[src/rtl/exibe_sequencia_pkg.sv]
// -----------------------------------------------------------------------------
// exibe_sequencia_pkg
// Shared definitions for the sequence-display block and the control unit that
// decodes its db_estado output: state codes, address/data widths and a helper
// that widens a state into the 4-bit debug code.
// -----------------------------------------------------------------------------
package exibe_sequencia_pkg;

  localparam int ADDR_W = 4;  // ROM address width (16 entries)
  localparam int DATA_W = 4;  // ROM data / leds width
  localparam int DBG_W  = 4;  // width of the db_estado debug code

  // State codes are visible outside the block through db_estado, so the
  // encoding is fixed rather than left to the synthesis tool.
  typedef enum logic [2:0] {
    ST_INICIAL = 3'd0,
    ST_BUSCA   = 3'd1,
    ST_CARREGA = 3'd2,
    ST_ACENDE  = 3'd3,
    ST_APAGA   = 3'd4,
    ST_PROXIMO = 3'd5,
    ST_FIM     = 3'd6
  } estado_e;

  function automatic logic [DBG_W-1:0] estado_code(input estado_e st);
    return {1'b0, st};
  endfunction

endpackage

[src/rtl/exibe_sequencia_if.sv]
// -----------------------------------------------------------------------------
// exibe_sequencia_if
// Groups the control handshake (iniciar/limite/ocupado/pronto), the ROM port
// (rom_endereco/rom_dado), the leds and the debug state code.
//   slave  : the display block (drives ROM address, leds, status)
//   master : control unit plus ROM (drives iniciar, limite, rom_dado)
// -----------------------------------------------------------------------------
interface exibe_sequencia_if;
  import exibe_sequencia_pkg::*;

  logic                iniciar;
  logic [ADDR_W-1:0]   limite;
  logic [DATA_W-1:0]   rom_dado;
  logic [ADDR_W-1:0]   rom_endereco;
  logic [DATA_W-1:0]   leds;
  logic                ocupado;
  logic                pronto;
  logic [DBG_W-1:0]    db_estado;

  modport slave (
    input  iniciar, limite, rom_dado,
    output rom_endereco, leds, ocupado, pronto, db_estado
  );

  modport master (
    output iniciar, limite, rom_dado,
    input  rom_endereco, leds, ocupado, pronto, db_estado
  );
endinterface

[src/rtl/exibe_sequencia_temporizador.sv]
// -----------------------------------------------------------------------------
// exibe_sequencia_temporizador
// Down-counter used to time the lit and dark phases of each entry.
//   clock, reset : rising-edge clock, asynchronous active-high reset
//   load_i       : load load_val_i this cycle (takes priority over counting)
//   load_val_i   : value to load (phase length minus one)
//   zero_o       : count is zero; the counter holds at zero until reloaded
// -----------------------------------------------------------------------------
module exibe_sequencia_temporizador #(
  parameter int TW = 16
) (
  input  logic          clock,
  input  logic          reset,
  input  logic          load_i,
  input  logic [TW-1:0] load_val_i,
  output logic          zero_o
);

  logic [TW-1:0] cnt_q;
  logic [TW-1:0] cnt_d;

  assign zero_o = (cnt_q == '0);

  always_comb begin
    cnt_d = cnt_q;
    if (load_i)       cnt_d = load_val_i;
    else if (!zero_o) cnt_d = cnt_q - 1'b1;
  end

  // NOTE: state registers use non-blocking assignments so every flop samples
  // the pre-edge values regardless of process evaluation order.
  always_ff @(posedge clock or posedge reset) begin
    if (reset) cnt_q <= '0;
    else       cnt_q <= cnt_d;
  end

endmodule

[src/rtl/exibe_sequencia.sv]
// -----------------------------------------------------------------------------
// exibe_sequencia
// Plays the stored game sequence: reads ROM entries 0..limite in order and
// shows each one on leds for T_ON cycles, followed by T_OFF dark cycles.
// Each entry costs 3 + T_ON + T_OFF cycles (BUSCA, CARREGA, lit, dark,
// PROXIMO); a final FIM cycle pulses pronto.
//   clock, reset        : rising-edge clock, asynchronous active-high reset
//   bus.iniciar         : start request, only honoured when idle (or in FIM)
//   bus.limite          : last address to show, captured at start
//   bus.rom_dado        : ROM data, valid one cycle after rom_endereco
//   bus.rom_endereco    : registered ROM address
//   bus.leds            : registered display value
//   bus.ocupado         : high in every state except INICIAL
//   bus.pronto          : one-cycle pulse in FIM
//   bus.db_estado       : current state code
// -----------------------------------------------------------------------------
module exibe_sequencia
  import exibe_sequencia_pkg::*;
#(
  parameter int T_ON  = 1000,
  parameter int T_OFF = 500,
  parameter int TW    = 16
) (
  input  logic              clock,
  input  logic              reset,
  exibe_sequencia_if.slave  bus
);

  estado_e             state_q, state_d;
  logic [ADDR_W-1:0]   end_q;    // ROM address register
  logic [ADDR_W-1:0]   lim_q;    // limite captured at start
  logic [DATA_W-1:0]   dado_q;   // entry currently displayed
  logic [DATA_W-1:0]   leds_q, leds_d;
  logic                pronto_q;

  logic                tmr_load;
  logic [TW-1:0]       tmr_val;
  logic                tmr_zero;
  logic                start;

  // ---------------------------------------------------------------------------
  // Next-state logic
  // ---------------------------------------------------------------------------
  // NOTE: every signal written here gets a default first, so no path through
  // the case can leave it unassigned and infer a latch.
  always_comb begin
    state_d = state_q;
    unique case (state_q)
      ST_INICIAL: if (bus.iniciar) state_d = ST_BUSCA;
      ST_BUSCA:   state_d = ST_CARREGA;
      ST_CARREGA: state_d = ST_ACENDE;
      ST_ACENDE:  if (tmr_zero) state_d = ST_APAGA;
      ST_APAGA:   if (tmr_zero) state_d = ST_PROXIMO;
      ST_PROXIMO: state_d = (end_q == lim_q) ? ST_FIM : ST_BUSCA;
      // A start request held through FIM restarts on the very next cycle,
      // exactly as if INICIAL had been passed through with iniciar high.
      ST_FIM:     state_d = bus.iniciar ? ST_BUSCA : ST_INICIAL;
      default:    state_d = ST_INICIAL;
    endcase
  end

  // A new sequence begins whenever BUSCA is entered from idle or from FIM;
  // only then are the address cleared and limite sampled.
  assign start = (state_d == ST_BUSCA) &&
                 ((state_q == ST_INICIAL) || (state_q == ST_FIM));

  // ---------------------------------------------------------------------------
  // Phase timer: loaded with T_ON-1 entering ACENDE, T_OFF-1 entering APAGA,
  // so each phase lasts exactly its programmed number of cycles.
  // ---------------------------------------------------------------------------
  assign tmr_load = (state_q == ST_CARREGA) ||
                    ((state_q == ST_ACENDE) && tmr_zero);
  assign tmr_val  = (state_q == ST_CARREGA) ? TW'(T_ON - 1) : TW'(T_OFF - 1);

  exibe_sequencia_temporizador #(.TW(TW)) u_temporizador (
    .clock      (clock),
    .reset      (reset),
    .load_i     (tmr_load),
    .load_val_i (tmr_val),
    .zero_o     (tmr_zero)
  );

  // leds are lit only while in ACENDE. On the CARREGA->ACENDE edge the ROM
  // word is registered straight into leds (and dado_q) so the first lit cycle
  // already shows it; there is never a combinational path to the output.
  always_comb begin
    leds_d = '0;
    if (state_d == ST_ACENDE)
      leds_d = (state_q == ST_CARREGA) ? bus.rom_dado : dado_q;
  end

  // ---------------------------------------------------------------------------
  // State register and registered outputs
  // ---------------------------------------------------------------------------
  always_ff @(posedge clock or posedge reset) begin
    if (reset) begin
      state_q  <= ST_INICIAL;
      end_q    <= '0;
      lim_q    <= '0;
      dado_q   <= '0;
      leds_q   <= '0;
      pronto_q <= 1'b0;
    end else begin
      state_q  <= state_d;
      leds_q   <= leds_d;
      pronto_q <= (state_d == ST_FIM);
      if (start) begin
        end_q <= '0;
        lim_q <= bus.limite;
      end else if ((state_q == ST_PROXIMO) && (state_d == ST_BUSCA)) begin
        // Only reached when end_q != lim_q, so the address never wraps.
        end_q <= end_q + 1'b1;
      end
      if (state_q == ST_CARREGA) dado_q <= bus.rom_dado;
    end
  end

  assign bus.rom_endereco = end_q;
  assign bus.leds         = leds_q;
  assign bus.pronto       = pronto_q;
  assign bus.ocupado      = (state_q != ST_INICIAL);
  assign bus.db_estado    = estado_code(state_q);

endmodule

[src/flat_wrapper.sv]
// flat-port wrapper written by rule: the top's interface ports become plain ports
module exibe_sequencia_flat import exibe_sequencia_pkg::*;
#(
  parameter int T_ON  = 1000,
  parameter int T_OFF = 500,
  parameter int TW    = 16
)
  (clock, reset, bus_iniciar, bus_limite, bus_rom_dado, bus_rom_endereco, bus_leds, bus_ocupado, bus_pronto, bus_db_estado);
  exibe_sequencia_if bus_i ();
  input  logic clock;
  input  logic reset;
  input wire logic [$bits(bus_i.iniciar)-1:0] bus_iniciar;
  input wire logic [$bits(bus_i.limite)-1:0] bus_limite;
  input wire logic [$bits(bus_i.rom_dado)-1:0] bus_rom_dado;
  output wire logic [$bits(bus_i.rom_endereco)-1:0] bus_rom_endereco;
  output wire logic [$bits(bus_i.leds)-1:0] bus_leds;
  output wire logic [$bits(bus_i.ocupado)-1:0] bus_ocupado;
  output wire logic [$bits(bus_i.pronto)-1:0] bus_pronto;
  output wire logic [$bits(bus_i.db_estado)-1:0] bus_db_estado;
  assign bus_i.iniciar = bus_iniciar;
  assign bus_i.limite = bus_limite;
  assign bus_i.rom_dado = bus_rom_dado;
  assign bus_rom_endereco = bus_i.rom_endereco;
  assign bus_leds = bus_i.leds;
  assign bus_ocupado = bus_i.ocupado;
  assign bus_pronto = bus_i.pronto;
  assign bus_db_estado = bus_i.db_estado;
  exibe_sequencia #(.T_ON(T_ON), .T_OFF(T_OFF), .TW(TW)) u_core (.clock(clock), .reset(reset), .bus(bus_i));
endmodule
[config.mk]
export PLATFORM = sky130hd
export DESIGN_NAME = exibe_sequencia_flat
export DESIGN_NICKNAME = d
export VERILOG_FILES = /design/src/rtl/exibe_sequencia_pkg.sv /design/src/rtl/exibe_sequencia_if.sv /design/src/rtl/exibe_sequencia_temporizador.sv /design/src/rtl/exibe_sequencia.sv /design/src/flat_wrapper.sv
export SDC_FILE = /design/constraint.sdc
export NUM_CORES = 1
export LEC_CHECK = 0
export ABC_AREA = 1
export CAP_MARGIN = 10
export CELL_PAD_IN_SITES_DETAIL_PLACEMENT = 0
export CELL_PAD_IN_SITES_GLOBAL_PLACEMENT = 1
export CORE_UTILIZATION = 35
export DETAILED_ROUTE_END_ITERATION = 12
export GPL_TIMING_DRIVEN = 1
export PLACE_DENSITY_LB_ADDON = 0.1
export SLEW_MARGIN = 20
export SYNTH_ARGS = -nofsm -noshare
export SYNTH_HDL_FRONTEND = slang
export SYNTH_SLANG_ARGS = --single-unit
[constraint.sdc]
create_clock -name clock -period 1.7 [get_ports clock]
set_input_delay 0.51 -clock clock [delete_from_list [all_inputs] [get_ports clock]]
set_output_delay 0.51 -clock clock [all_outputs]
set_load 0.05 [all_outputs]
==> results of run 1 <==
[worst min-delay path: cells and delay by family (launching register included)]
family	cells	cell delay [ns]
flip-flops	1	0.35
AO/OA/AOI/OAI	1	0.08
AND/OR/NAND/NOR	1	0.05
[layout make-up]
class | count | area [µm²]
flip-flops and latches | 36 | 905
fillers | 502 | 2590
repair buffers | 38 | 485
clock buffers | 5 | 68.8
clock inverters | 3 | 42.5
well taps | 70 | 87.6
multi-input cells | 164 | 907
inverters | 40 | 150
[sequential cells by signal, summed over array words and instances, names as in the netlist]
name,flops
u_core.state_q,3
u_core.u_temporizador.cnt_q,16
u_core.bus.leds,4
u_core.lim_q,4
u_core.bus.pronto,1
u_core.bus.rom_endereco,4
u_core.dado_q,4
[logic make-up (layout without fill, tap and decap cells)]
family                   count (synthesis)  after routing
AO/OA/AOI/OAI                           28             28
XOR/XNOR                                 6              6
adder cells (fa/ha/maj)                  2              2
buffers and inverters                   42             86
flip-flops                              36             36
other                                    1              1
AND/OR/NAND/NOR                        127            127
[per-layer routing]
metal / GRT usage [%] / part of all wire, % / vias up
li1: - / - / 845
met1: 21.3 / 48 / 762
met2: 23.9 / 47 / 25
met5: 0 / 0 / -
met3: 3.81 / 3.4 / 7
met4: 6.35 / 1.5 / 0
[worst max path at each step]
stage	from	end	slack, ns	depth (start not counted)
after floorplan	u_core.state_q[2]	u_core.bus.leds[0]	0.09	7
after global placement	bus_iniciar	u_core.bus.leds[3]	0.09	5
after detailed placement	u_core.u_temporizador.cnt_q[0]	u_core.bus.leds[1]	0.06	9
after CTS	u_core.state_q[2]	bus_ocupado	0.02	3
after global routing	u_core.bus.rom_endereco[1]	u_core.bus.leds[0]	0.009	9
final	u_core.state_q[0]	bus_ocupado	0.1	3
[per-stage QoR]
step	hold slack (ns)	worst slack, ns
after floorplan	0.480	0.0851
after global placement	0.499	0.0854
after detailed placement	0.507	0.0626
after CTS	0.526	0.0193
after global routing	0.542	0.00918
final	0.525	0.0954
[timing repair]
item	in CTS	in global routing
gates resized for setup	0	3
endpoints found under the setup margin	1	10
setup buffers	1	8
pin swaps	0	2
[cell usage in the layout (no fill, tap or decap), drive strengths merged, types with 6 or more instances in the layout]
cell / count
dfrtp: 36
buf: 28
nor2: 41
a21oi: 8
xor2: 6
nand3: 17
nor3: 7
nand2: 51
inv: 40
o21ai: 16
clkdlybuf4s50: 10
[power by group through the flow]
stage	logic, mW	registers, mW	clock network (mW)
after floorplan	0.0293	0.902	0
after global placement	0.102	0.888	0
after detailed placement	0.101	0.887	0
after CTS	0.102	0.870	0.782
after global routing	0.108	0.871	0.826
final	0.0994	0.870	0.755
==> results.md, run 1 <==
- Largest family of logic cells by synthesized area: simple AND/OR/NAND/NOR gates
- WS Path Type: reg2out
- Unrepaired setup endpoints after global routing: no
- Top cell type by total area after synthesis: dfrtp_1
- Final period utilization: 94.4%
- Most used standard cells in the synthesized netlist: nand2_1 (41), dfrtp_1 (36), inv_1 (35)
- Buffer cell driving the clock tree root: clkbuf_8
- Switching power: 0.376 mW
- Router iterations before antenna repair: 4
- Crit path cell chain: nor2_2, nand2_2, buf_12
- Mean cell area of the mapped netlist: 8.09 µm²
- Top area cells in the synthesized netlist: dfrtp_1 (46%), nand2_1 (7.9%), inv_1 (6.7%)
- Routed wire length: 4.33 mm
- Buffers & Inverters on Critical Path: 1
- Max Fclk: 0.623 GHz
- Overall via count from detail_route: 1639
- Share of final-layout standard cells stronger than drive strength 1: 26.9%
- Power Dens Cells: 652 nW/µm²
- Ratio of routed vias to standard cells: 4.60
- Flop and latch count out of synthesis: 36
- CTS H-Tree Depth: 2
- Share of total power in sequential cells: 50.5%
- CP max stage cell: dfrtp_2
- Maximum root-to-sink buffer count: 2
- Cell class contributing the biggest share of worst-path delay: flip-flops
- Endpoint with the worst hold slack: u_core.u_temporizador.cnt_q[1]
- Vertical die dimension: 76.8 µm
- Synth warn: 0
- Congestion Overflow GR: 0
- Wire length of the first global-routing pass: 7.13 mm
- Final hold violation count: 0
- Cell with the most instances after synthesis: nand2_1
- Portion of total power attributed to the clock network: 43.8%
- Overall track demand over capacity in global routing: 15.7%
- Reg-to-reg endpoint: u_core.bus.leds[1]
- Insertion delay to the later sink of the worst-skew pair: 0.29 ns
- Total power: 1.72 mW
- Post-Route Utilization: 50.5%
- Most frequently used flop master after synthesis: dfrtp_1
- Compound-cell area share of the yosys netlist: 7.99%
- Multiplexer share of the synthesized area: 0%
- Switching Fraction: 21.8%
- Placement Cell Area: 2450 µm²
- Total number of clock tree sinks: 36
- Number of remaining DRC errors: 0
- Internal power contribution: 1.35 mW
- Antenna violations before repair: 0
- Number of nets in the finished design: 298
- Hold-fix buffers, CTS: 0
- Sequential cell area fraction in the yosys report: 46.0%
- Nature of the critical path endpoint: output port
- Die width: 76.8 µm
- Leakage component of the power: 1.32 nW
- Clock buffer count from CTS: 5
- Xor and xnor area share after synthesis: 2.68%
- Unique masters post-synth: 30
- Area share of the largest cell type after synthesis: 46.0%
- Final ANT Viol Nets: 0
- Diode insertion count for antenna repair: 0
- Starting utilization of the core area: 37.4%
- Worst Reg2Reg Path Length in Cells: 9
- Combinational fraction of design power: 5.8%
- Worst Skew: 0.00413 ns
- Number of nets produced by synthesis: 255
- IO Port Bufs: 23
- Number of rows in the core area: 26
- Critical path launch point type: flip-flop
- Largest voltage drop on the vdd net: 415 µV
- Final design area excluding fillers: 2650 µm²
- Half-perimeter wire length after detailed placement: 3.16 mm
- Number of cells in the design after placement: 339
- Flop-to-flop setup slack: 0.16 ns
- Synthesized-area fraction occupied by and/or/nand/nor cells: 33.4%
- Number of failing setup endpoints in the final timing report: 0
- Hold path startpoint: u_core.u_temporizador.cnt_q[1]
- Setup total negative slack: 0 ns
- Number of DRC violations after detailed-routing iteration 0: 76
- Gp weighted congestion: 0.752
- Clock tree from TritonCTS: done
- Full die area: 5900 µm²
- Ys async rst share: 100%
- Hold Path Class: reg2reg
- Count of mapped cells out of synthesis: 242
- Period minus WS final: 1.60 ns
- Number of top-level pins: 25
- Synthesized-area fraction occupied by adder cells: 1.28%
- Number of enable flip-flop cells after synthesis: 0
- Via count of the first global-routing pass: 1474
- Largest net degree at the start of global routing: 37
- Final std cells w/o fill: 356
- Netlist Area Pre-Place: 1960 µm²
- Largest fanout on the critical path: 5
- Clock transition time at the flip-flop clock pins of the worst setup and hold paths: 0.08 ns
- Slowest Stage Delay on Critical Path: 0.44 ns
- Run status: finished, final reports clean
- Average wire length per cell after detail routing: 12.2 µm
- Count of max-cap constraint violations: 0
- Core region area: 5240 µm²
- Data arrival time at the worst-slack endpoint: 1.09 ns
- Number of pins exceeding their max-slew limit in the final report: 0
- RR Startpoint: u_core.u_temporizador.cnt_q[0]
- Area overhead of the layout relative to synthesis: 35.1%
- Required time at the endpoint of the critical path: 1.19 ns
- Worst Hold Path Cells: 2
No activity file was read; power rests on OpenSTA's default activity.
==> inputs of run 2 (changes only) <==
--- a/config.mk
+++ b/config.mk
@@ -12,7 +12,7 @@
 export CORE_UTILIZATION = 35
 export DETAILED_ROUTE_END_ITERATION = 12
 export GPL_TIMING_DRIVEN = 1
-export PLACE_DENSITY_LB_ADDON = 0.1
+export PLACE_DENSITY = 0.79
 export SLEW_MARGIN = 20
 export SYNTH_ARGS = -nofsm -noshare
 export SYNTH_HDL_FRONTEND = slang
==> results.md, run 2 (synthesis gave the netlist of run 1 again) <==
- Half-perimeter wire length after detailed placement: 3.05 mm
- Starting utilization of the core area: 37.4%
- Antenna violations before repair: 0
- Combinational fraction of design power: 5.6%
- Max Fclk: 0.605 GHz
- Final design area excluding fillers: 2630 µm²
- Number of failing setup endpoints in the final timing report: 0
- Wire length of the first global-routing pass: 7.24 mm
- Fill count: 479
- Final period utilization: 97.3%
- Final hold violation count: 0
- Portion of total power attributed to the clock network: 45.9%
- Run status: finished, final reports clean
- Clock tree from TritonCTS: done
- Hold Path Class: reg2reg
- Required time at the endpoint of the critical path: 1.19 ns
- Share of final-layout standard cells stronger than drive strength 1: 25.9%
- Final ANT Viol Nets: 0
- Placement Cell Area: 2440 µm²
- Buffer cell driving the clock tree root: clkbuf_8
- Sum of met3 wire segment lengths after detailed routing: 109 µm
- Via count of the first global-routing pass: 1576
- Largest fanout on the critical path: 5
- Total number of clock tree sinks: 36
- Switching Fraction: 20.2%
- Max reg flops: 16
- Clock transition time at the flip-flop clock pins of the worst setup and hold paths: 0.07 ns
- Period minus WS final: 1.65 ns
- Critical path launch point type: flip-flop
- Core region area: 5240 µm²
- Switching power: 0.363 mW
- Number of nets in the finished design: 294
- Ratio of routed vias to standard cells: 4.53
- Data arrival time at the worst-slack endpoint: 1.14 ns
- Number of DRC violations after detailed-routing iteration 0: 31
- Area overhead of the layout relative to synthesis: 34.4%
- Final std cells w/o fill: 352
- Number of top-level pins: 25
- WS Path Type: reg2out
- Count of max-cap constraint violations: 0
- Diode insertion count for antenna repair: 0
- Number of remaining DRC errors: 0
- Slowest Stage Delay on Critical Path: 0.48 ns
- Router iterations before antenna repair: 4
- CP max stage cell: dfrtp_2
- Vertical die dimension: 76.8 µm
- Maximum root-to-sink buffer count: 2
- Overall track demand over capacity in global routing: 15.8%
- Largest net degree at the start of global routing: 37
- Setup total negative slack: 0 ns
- Overall via count from detail_route: 1596
- Gp weighted congestion: 0.786
- Hold-fix buffers, CTS: 0
- Post-Route Utilization: 50.2%
- Commonest cells after routing, fill and taps aside: nand2_1 (41), inv_1 (35), dfrtp_1 (33), nor2_1 (31)
- Number of cells in the design after placement: 338
- Power Dens Cells: 682 nW/µm²
- Insertion delay to the later sink of the worst-skew pair: 0.29 ns
- Total power: 1.80 mW
- Share of total power in sequential cells: 48.5%
- IO Port Bufs: 23
- Full die area: 5900 µm²
- Largest voltage drop on the vdd net: 464 µV
- Sum of routed wire segments on met1: 1.94 mm
- Average wire length per cell after detail routing: 11.8 µm
- Clock buffer count from CTS: 5
- Crit path cell chain: inv_2, nand2_2, buf_12
- Number of rows in the core area: 26
- Register with the most flip-flops: u_core.u_temporizador.cnt_q
- Buffers & Inverters on Critical Path: 2
- Nature of the critical path endpoint: output port
- Unrepaired setup endpoints after global routing: no
- Die width: 76.8 µm
- CTS H-Tree Depth: 2
- Worst Skew: 0.00558 ns
- Commonest non-fill, non-tap cell in the layout: nand2_1
- Congestion Overflow GR: 0
- Routed wire length: 4.15 mm
- WL met2: 2.03 mm
- Internal power contribution: 1.43 mW
- Number of pins exceeding their max-slew limit in the final report: 0
- Highest metal layer with signal wires: met4
- Cell class contributing the biggest share of worst-path delay: flip-flops
- Leakage component of the power: 1.31 nW
-- run 2: metal layers --
metal,track usage (%),vias to the layer above
met5,0,-
met1,20.9,735
met2,25.0,20
met4,6.35,0
li1,-,835
met3,3.21,6
-- run 2: per-stage QoR --
step | hold WS (ns) | setup slack (ns)
after floorplan | 0.480 | 0.0851
after global placement | 0.499 | 0.113
after detailed placement | 0.516 | 0.0899
after CTS | 0.532 | 0.0131
after global routing | 0.554 | 0.00516
final | 0.527 | 0.0465
-- run 2: final cells by class --
class                   count  area (µm²)  share of cell area [%]
clock buffers               7        96.3                    3.66
clock inverters             1        30.0                    1.14
inverters                  40         150                    5.71
multi-input cells         164         907                    34.5
flip-flops and latches     36         905                    34.4
well taps                  70        87.6                    3.33
repair buffers             34         455                    17.3
-- run 2: final timing paths --
| check | startpoint | to | slack [ns] | depth (start not counted) |
|---|---|---|---|---|
| worst min-delay path | u_core.u_temporizador.cnt_q[1] | u_core.u_temporizador.cnt_q[1] | 0.53 | 2 |
| min in group asynchronous | reset | u_core.u_temporizador.cnt_q[0] | 0.57 | 3 |
| worst min register to register | u_core.u_temporizador.cnt_q[1] | u_core.u_temporizador.cnt_q[1] | 0.53 | 2 |
| worst max register to register | u_core.u_temporizador.cnt_q[0] | u_core.bus.leds[0] | 0.12 | 9 |
| worst max-delay path | u_core.state_q[2] | bus_ocupado | 0.05 | 3 |
| max in group asynchronous | reset | u_core.state_q[2] | 0.93 | 3 |
-- run 2: power by group through the flow --
stage	combinational, mW	sequential, mW	clock [mW]
floorplan	0.0293	0.902	0
global placement	0.102	0.887	0
detailed placement	0.103	0.887	0
CTS	0.103	0.870	0.849
global route	0.109	0.871	0.884
finish	0.100	0.871	0.825
-- run 2: timing repair --
| action | 4_1_cts | 5_1_grt |
|---|---|---|
| pin swaps | 0 | 1 |
| resized for setup | 0 | 3 |
| endpoints found under the setup margin | 1 | 11 |
| setup buffers | 1 | 5 |
-- run 2: tightest hold or removal path, cell delays in order (launching register included) --
cell and delay [ns]:
dfrtp_1 0.34, nand2_1 0.06, o211ai_1 0.09
